$ cat config.mk
export PLATFORM = sky130hd
export DESIGN_NAME = mc_main_control
export DESIGN_NICKNAME = d
export VERILOG_FILES = /design/src/rtl/mc_main_control.sv
export SDC_FILE = /design/constraint.sdc
export NUM_CORES = 1
export LEC_CHECK = 0
export ABC_AREA = 1
export BUFFER_PORTS_ARGS = -buffer_cell sky130_fd_sc_hd__buf_4
export CAP_MARGIN = 25
export CORE_MARGIN = 2
export CORE_UTILIZATION = 30
export DETAILED_ROUTE_END_ITERATION = 12
export PLACE_DENSITY = 0.59
export RECOVER_POWER = 100
export SLEW_MARGIN = 20
export SYNTH_ARGS = -nofsm -noshare
export SYNTH_HDL_FRONTEND = slang
export SYNTH_SLANG_ARGS = --single-unit
$ cat constraint.sdc
create_clock -name clk -period 1.1 [get_ports clk]
set_input_delay 0.165 -clock clk [delete_from_list [all_inputs] [get_ports clk]]
set_output_delay 0.165 -clock clk [all_outputs]
set_load 0.02 [all_outputs]
$ cat src/rtl/mc_main_control.sv
// mc_main_control -- multicycle main control FSM.
//
// Sequences fetch, decode, execute, memory and writeback for a small
// MIPS-like instruction set. It drives every datapath enable and mux select,
// plus the 3-bit ALUOp consumed by the downstream ALU control decoder.
// All outputs are Moore outputs decoded from the current state. While rst
// is high they are forced inactive, with ALUOp = 010.
//
// Ports:
//   clk, rst           rising-edge clock; asynchronous active-high reset
//   opcode[5:0]        IR[31:26], sampled in DECODE, MEMADR and IEXEC
//   PCWrite            unconditional PC load
//   PCWriteCond        PC load qualified by ALU zero
//   IorD               memory address select (0=PC, 1=ALUOut)
//   MemRead/MemWrite   memory strobes
//   MemtoReg           register write data select (1=MDR, 0=ALUOut)
//   IRWrite            IR load
//   RegDst             destination select (1=rd, 0=rt)
//   RegWrite           register file write
//   ALUSrcA            0=PC, 1=A
//   ALUSrcB[1:0]       00=B, 01=4, 10=ext imm, 11=ext imm<<2
//   PCSource[1:0]      00=ALU, 01=ALUOut, 10=jump target
//   ALUOp[2:0]         000 R-type, 001 sub, 010 add, 011 and, 100 or
//   instr_done         one-cycle pulse in an instruction's final state
//   illegal_op         sticky illegal-opcode flag
//
// Optional feature macro: MC_ILLEGAL_TRAP_EN. When it is defined, an
// unknown opcode parks the FSM in TRAP until reset and raises illegal_op.
// When it is undefined, an unknown opcode is a 2-cycle NOP and illegal_op
// is tied to 0.
module mc_main_control (
  input  logic       clk,
  input  logic       rst,
  input  logic [5:0] opcode,
  output logic       PCWrite,
  output logic       PCWriteCond,
  output logic       IorD,
  output logic       MemRead,
  output logic       MemWrite,
  output logic       MemtoReg,
  output logic       IRWrite,
  output logic       RegDst,
  output logic       RegWrite,
  output logic       ALUSrcA,
  output logic [1:0] ALUSrcB,
  output logic [1:0] PCSource,
  output logic [2:0] ALUOp,
  output logic       instr_done,
  output logic       illegal_op
);

  localparam logic [5:0] OP_RTYPE = 6'b000000;
  localparam logic [5:0] OP_LW    = 6'b100011;
  localparam logic [5:0] OP_SW    = 6'b101011;
  localparam logic [5:0] OP_BEQ   = 6'b000100;
  localparam logic [5:0] OP_J     = 6'b000010;
  localparam logic [5:0] OP_ADDI  = 6'b001000;
  localparam logic [5:0] OP_ANDI  = 6'b001100;
  localparam logic [5:0] OP_ORI   = 6'b001101;

  typedef enum logic [3:0] {
    S_FETCH  = 4'd0,
    S_DECODE = 4'd1,
    S_MEMADR = 4'd2,
    S_MEMRD  = 4'd3,
    S_MEMWB  = 4'd4,
    S_MEMWR  = 4'd5,
    S_RTEXEC = 4'd6,
    S_RTWB   = 4'd7,
    S_IEXEC  = 4'd8,
    S_IWB    = 4'd9,
    S_BRANCH = 4'd10,
    S_JUMP   = 4'd11,
    S_TRAP   = 4'd12
  } state_t;

  state_t state_q, state_d;

  // State register; reset parks the FSM in FETCH.
  always_ff @(posedge clk or posedge rst) begin
    if (rst) begin
      state_q <= S_FETCH;
    end else begin
      state_q <= state_d;
    end
  end

  // Next-state decode.
  always_comb begin
    state_d = S_FETCH;
    case (state_q)
      S_FETCH:  state_d = S_DECODE;
      S_DECODE: begin
        case (opcode)
          OP_LW, OP_SW:               state_d = S_MEMADR;
          OP_RTYPE:                   state_d = S_RTEXEC;
          OP_ADDI, OP_ANDI, OP_ORI:   state_d = S_IEXEC;
          OP_BEQ:                     state_d = S_BRANCH;
          OP_J:                       state_d = S_JUMP;
`ifdef MC_ILLEGAL_TRAP_EN
          default:                    state_d = S_TRAP;
`else
          default:                    state_d = S_FETCH;  // unknown opcode is a NOP
`endif
        endcase
      end
      S_MEMADR: begin
        if (opcode == OP_LW) begin
          state_d = S_MEMRD;
        end else begin
          state_d = S_MEMWR;
        end
      end
      S_MEMRD:  state_d = S_MEMWB;
      S_MEMWB:  state_d = S_FETCH;
      S_MEMWR:  state_d = S_FETCH;
      S_RTEXEC: state_d = S_RTWB;
      S_RTWB:   state_d = S_FETCH;
      S_IEXEC:  state_d = S_IWB;
      S_IWB:    state_d = S_FETCH;
      S_BRANCH: state_d = S_FETCH;
      S_JUMP:   state_d = S_FETCH;
`ifdef MC_ILLEGAL_TRAP_EN
      S_TRAP:   state_d = S_TRAP;   // only reset leaves TRAP
`endif
      default:  state_d = S_FETCH;  // unencoded states recover to FETCH
    endcase
  end

  // Moore output decode. rst overrides the decode so that outputs go
  // inactive immediately, not one edge later.
  always_comb begin
    PCWrite     = 1'b0;
    PCWriteCond = 1'b0;
    IorD        = 1'b0;
    MemRead     = 1'b0;
    MemWrite    = 1'b0;
    MemtoReg    = 1'b0;
    IRWrite     = 1'b0;
    RegDst      = 1'b0;
    RegWrite    = 1'b0;
    ALUSrcA     = 1'b0;
    ALUSrcB     = 2'b00;
    PCSource    = 2'b00;
    ALUOp       = 3'b010;
    instr_done  = 1'b0;
    illegal_op  = 1'b0;
    if (rst) begin
      ALUOp = 3'b010;
    end else begin
      case (state_q)
        S_FETCH: begin
          MemRead = 1'b1;
          IRWrite = 1'b1;
          ALUSrcB = 2'b01;
          PCWrite = 1'b1;
        end
        S_DECODE: ALUSrcB = 2'b11;  // precompute the branch target
        S_MEMADR: begin
          ALUSrcA = 1'b1;
          ALUSrcB = 2'b10;
        end
        S_MEMRD: begin
          MemRead = 1'b1;
          IorD    = 1'b1;
        end
        S_MEMWB: begin
          MemtoReg   = 1'b1;
          RegWrite   = 1'b1;
          instr_done = 1'b1;
        end
        S_MEMWR: begin
          MemWrite   = 1'b1;
          IorD       = 1'b1;
          instr_done = 1'b1;
        end
        S_RTEXEC: begin
          ALUSrcA = 1'b1;
          ALUOp   = 3'b000;
        end
        S_RTWB: begin
          RegDst     = 1'b1;
          RegWrite   = 1'b1;
          instr_done = 1'b1;
        end
        S_IEXEC: begin
          ALUSrcA = 1'b1;
          ALUSrcB = 2'b10;
          case (opcode)
            OP_ANDI: ALUOp = 3'b011;
            OP_ORI:  ALUOp = 3'b100;
            default: ALUOp = 3'b010;
          endcase
        end
        S_IWB: begin
          RegWrite   = 1'b1;
          instr_done = 1'b1;
        end
        S_BRANCH: begin
          ALUSrcA     = 1'b1;
          ALUOp       = 3'b001;
          PCWriteCond = 1'b1;
          PCSource    = 2'b01;
          instr_done  = 1'b1;
        end
        S_JUMP: begin
          PCWrite    = 1'b1;
          PCSource   = 2'b10;
          instr_done = 1'b1;
        end
`ifdef MC_ILLEGAL_TRAP_EN
        S_TRAP: illegal_op = 1'b1;  // TRAP is held until reset, so the flag is sticky
`endif
        default: ALUOp = 3'b010;
      endcase
    end
  end

endmodule

==> flow_summary.ini <==
[worst_setup_path]
path_delay_family = simple AND/OR/NAND/NOR gates
path_cells = inv_2, nor2_4, nand2_2, nand2_2, nor2_2, a21oi_4, buf_6
crit_top_cell = nand2_2
cp-end-kind = output pin
cpPeakStageDelay_ps = 410
rrSetupSlack_ps = -190
crit_buf_inv = 2
r2r_start = state_q[2]
critPathSlowestCell = dfrtp_2
arrival_ps = 1380
critical_path_required_ps = 940
setup.worst_path.class = flip-flop to output pin
r2r-end = state_q[1]
worst-path-max-fanout = 5
cp.depth = 7
critPathLaunchType = flip-flop
ff2ff_path_depth = 7

[global_routing]
grt_pass1_vias = 720
grt_pass1_wl_um = 2770
antenna_found_initial = 0
track_usage_pct = 18.1
globalRouteOverflowTotal = 0
grt_max_degree = 11

[die]
core_area_mm2 = 0.00171
die_h_um = 46.4
fp-row-count = 15
die-area_mm2 = 0.00215
die_width_um = 46.4
initial_core_util_pct = 31.5
io-pin-count = 27

[clock_network]
cts_tree = done
cts.sinks = 4
cts-root-buf = clkbuf_4
insertion_delay_ps = 230
cts_hold_buf = 0
htreeDepth = 1
cts_buffer_depth = 2
cts_made_buffers = 3
clkTransAtPathRegs_ps = 40

[outcome]
violations = setup timing
status = finished with violations

[place]
place.gp.congestion = 0.768
portBuffers = 25
placed_cells = 160
hpwlAfterDp_um = 1340

[logic_synthesis]
syn_area_um2 = 538
synth-warning-count = 0
yosysSeqAreaShare_pct = 18.6
synth_edf_count = 0
yosysTopAreaCell = dfrtp_1
syn_inst = 97
synth-seq-cells = 4
async_reset_ff_share_pct = 100
synth_fp_nets = 105
synth_cell_types = 21
yosysMostFrequentCell = nand2_1
synth_top_area_share_pct = 18.6
synthTopCellsByArea = dfrtp_1, nand2_1, nand3_1, nor2_1, inv_1
synth_ff_type = dfrtp_1
synthTopCellsByCount = nand2_1, nor2_1, inv_1
syn_area_per_cell_um2 = 5.55

[route]
wirelength_um = 1760
wire_per_inst_um = 10.4
vias_per_cell = 4.56
postRouteAntennaNets = 0
drt_iter0_drc = 11
vias = 770
firstDrtPassIters = 4
drc_errors = 0

[sta]
slew_violations = 0
rsz0062_at_grt = yes
setup_violations = 22
whs_ps = 65.1
setup_ws_ps = -445
hold_viol = 0
finClkSkew_ps = 1.86
fin_crit_sh_pct = 140
clock.fmax_ghz = 0.647
period_needed_ps = 1540

[cells_and_area]
synthToLayoutAreaGrowth_pct = 107
largest_reg_flops = 4
antenna_cells = 0
drive_gt1_share_pct = 64.6
top_regs = state_q x4
utilization_pct = 65.3
stdcell_count = 169
nets = 154
regMostFlops = state_q

[power_and_ir_drop]
leakage_nw = 0.562
powerDensity_mw_per_mm2 = 1290
peakVddDrop_uv = 761

[run]
drv_cap = 0

[hold_path]
hold_path.class = input port to asynchronous set/reset pin
[routing by layer]
layer	global-route usage [%]	wire length (µm)	vias to the layer above
li1	-	-	401
met2	35.8	1050	19
met1	18.5	658	350
met5	0	0	-
met4	6.86	0	0
met3	2.35	48	0
[cell type report]
class | count | area [µm²]
timing repair buffer | 47 | 387
sequential | 4 | 105
fill | 165 | 592
multi-input combinational | 74 | 510
inverter | 16 | 60.1
tap | 25 | 31.3
clock buffer | 3 | 22.5
[worst reg2reg max path: cells and delay by family (launching register included)]
family / cells / cell delay (ps)
flip-flops: 1 / 410
AND/OR/NAND/NOR: 3 / 350
buffers and inverters: 3 / 330
AO/OA/AOI/OAI: 1 / 120
[cells in the final DEF, fill, tap and decap left out, drive strengths merged, types with 2 or more instances in the layout]
| master | count |
|---|---|
| o22ai | 2 |
| buf | 46 |
| dfrtp | 4 |
| nor2 | 23 |
| clkbuf | 4 |
| inv | 16 |
| nand3 | 12 |
| nand2 | 22 |
| o21ai | 5 |
| a21oi | 5 |
[timing repair]
| item | 4_1_cts | 5_1_grt |
|---|---|---|
| endpoints found under the setup margin | 22 | 22 |
| gates cloned | 0 | 0 |
| pin swaps | 7 | 7 |
| gates resized for setup | 27 | 6 |
| buffers inserted | 4 | 2 |
[cells by family after synthesis]
family	count (synthesis)	synth area share (%)
DFF	4	18.6
buffers and inverters	19	14.7
other	1	0.697
and+or+nand+nor	58	49.5
AOI/OAI and AO/OA	15	16.5
[power breakdown]
part           leakage (nW)  total [mW]  switching, mW  internal, mW
clock network        0.0138       0.177         0.0550         0.122
logic                 0.501        1.01          0.561         0.447
registers            0.0473       0.256         0.0683         0.188
[worst max path at each step]
stage                           from         end  slack, ps
after detailed placement  state_q[2]     ALUSrcA       -270
after floorplan           state_q[2]  ALUSrcB[1]       -120
final                     state_q[2]     ALUSrcA       -440
after global routing      state_q[2]     ALUSrcA       -520
after global placement    state_q[2]     ALUSrcA       -270
after CTS                 state_q[3]    ALUOp[0]       -420
[metrics by stage]
stage / power, mW / setup WS [ps] / cell area [µm²] / TNS [ps]
floorplan: 0.719 / -118 / 628 / -935
global placement: 1.06 / -265 / 948 / -3380
detailed placement: 1.06 / -265 / 948 / -3480
CTS: 1.40 / -424 / 1070 / -7240
global route: 1.55 / -523 / 1120 / -9010
finish: 1.44 / -445 / 1120 / -7480
(Power assumes the default switching activity.)
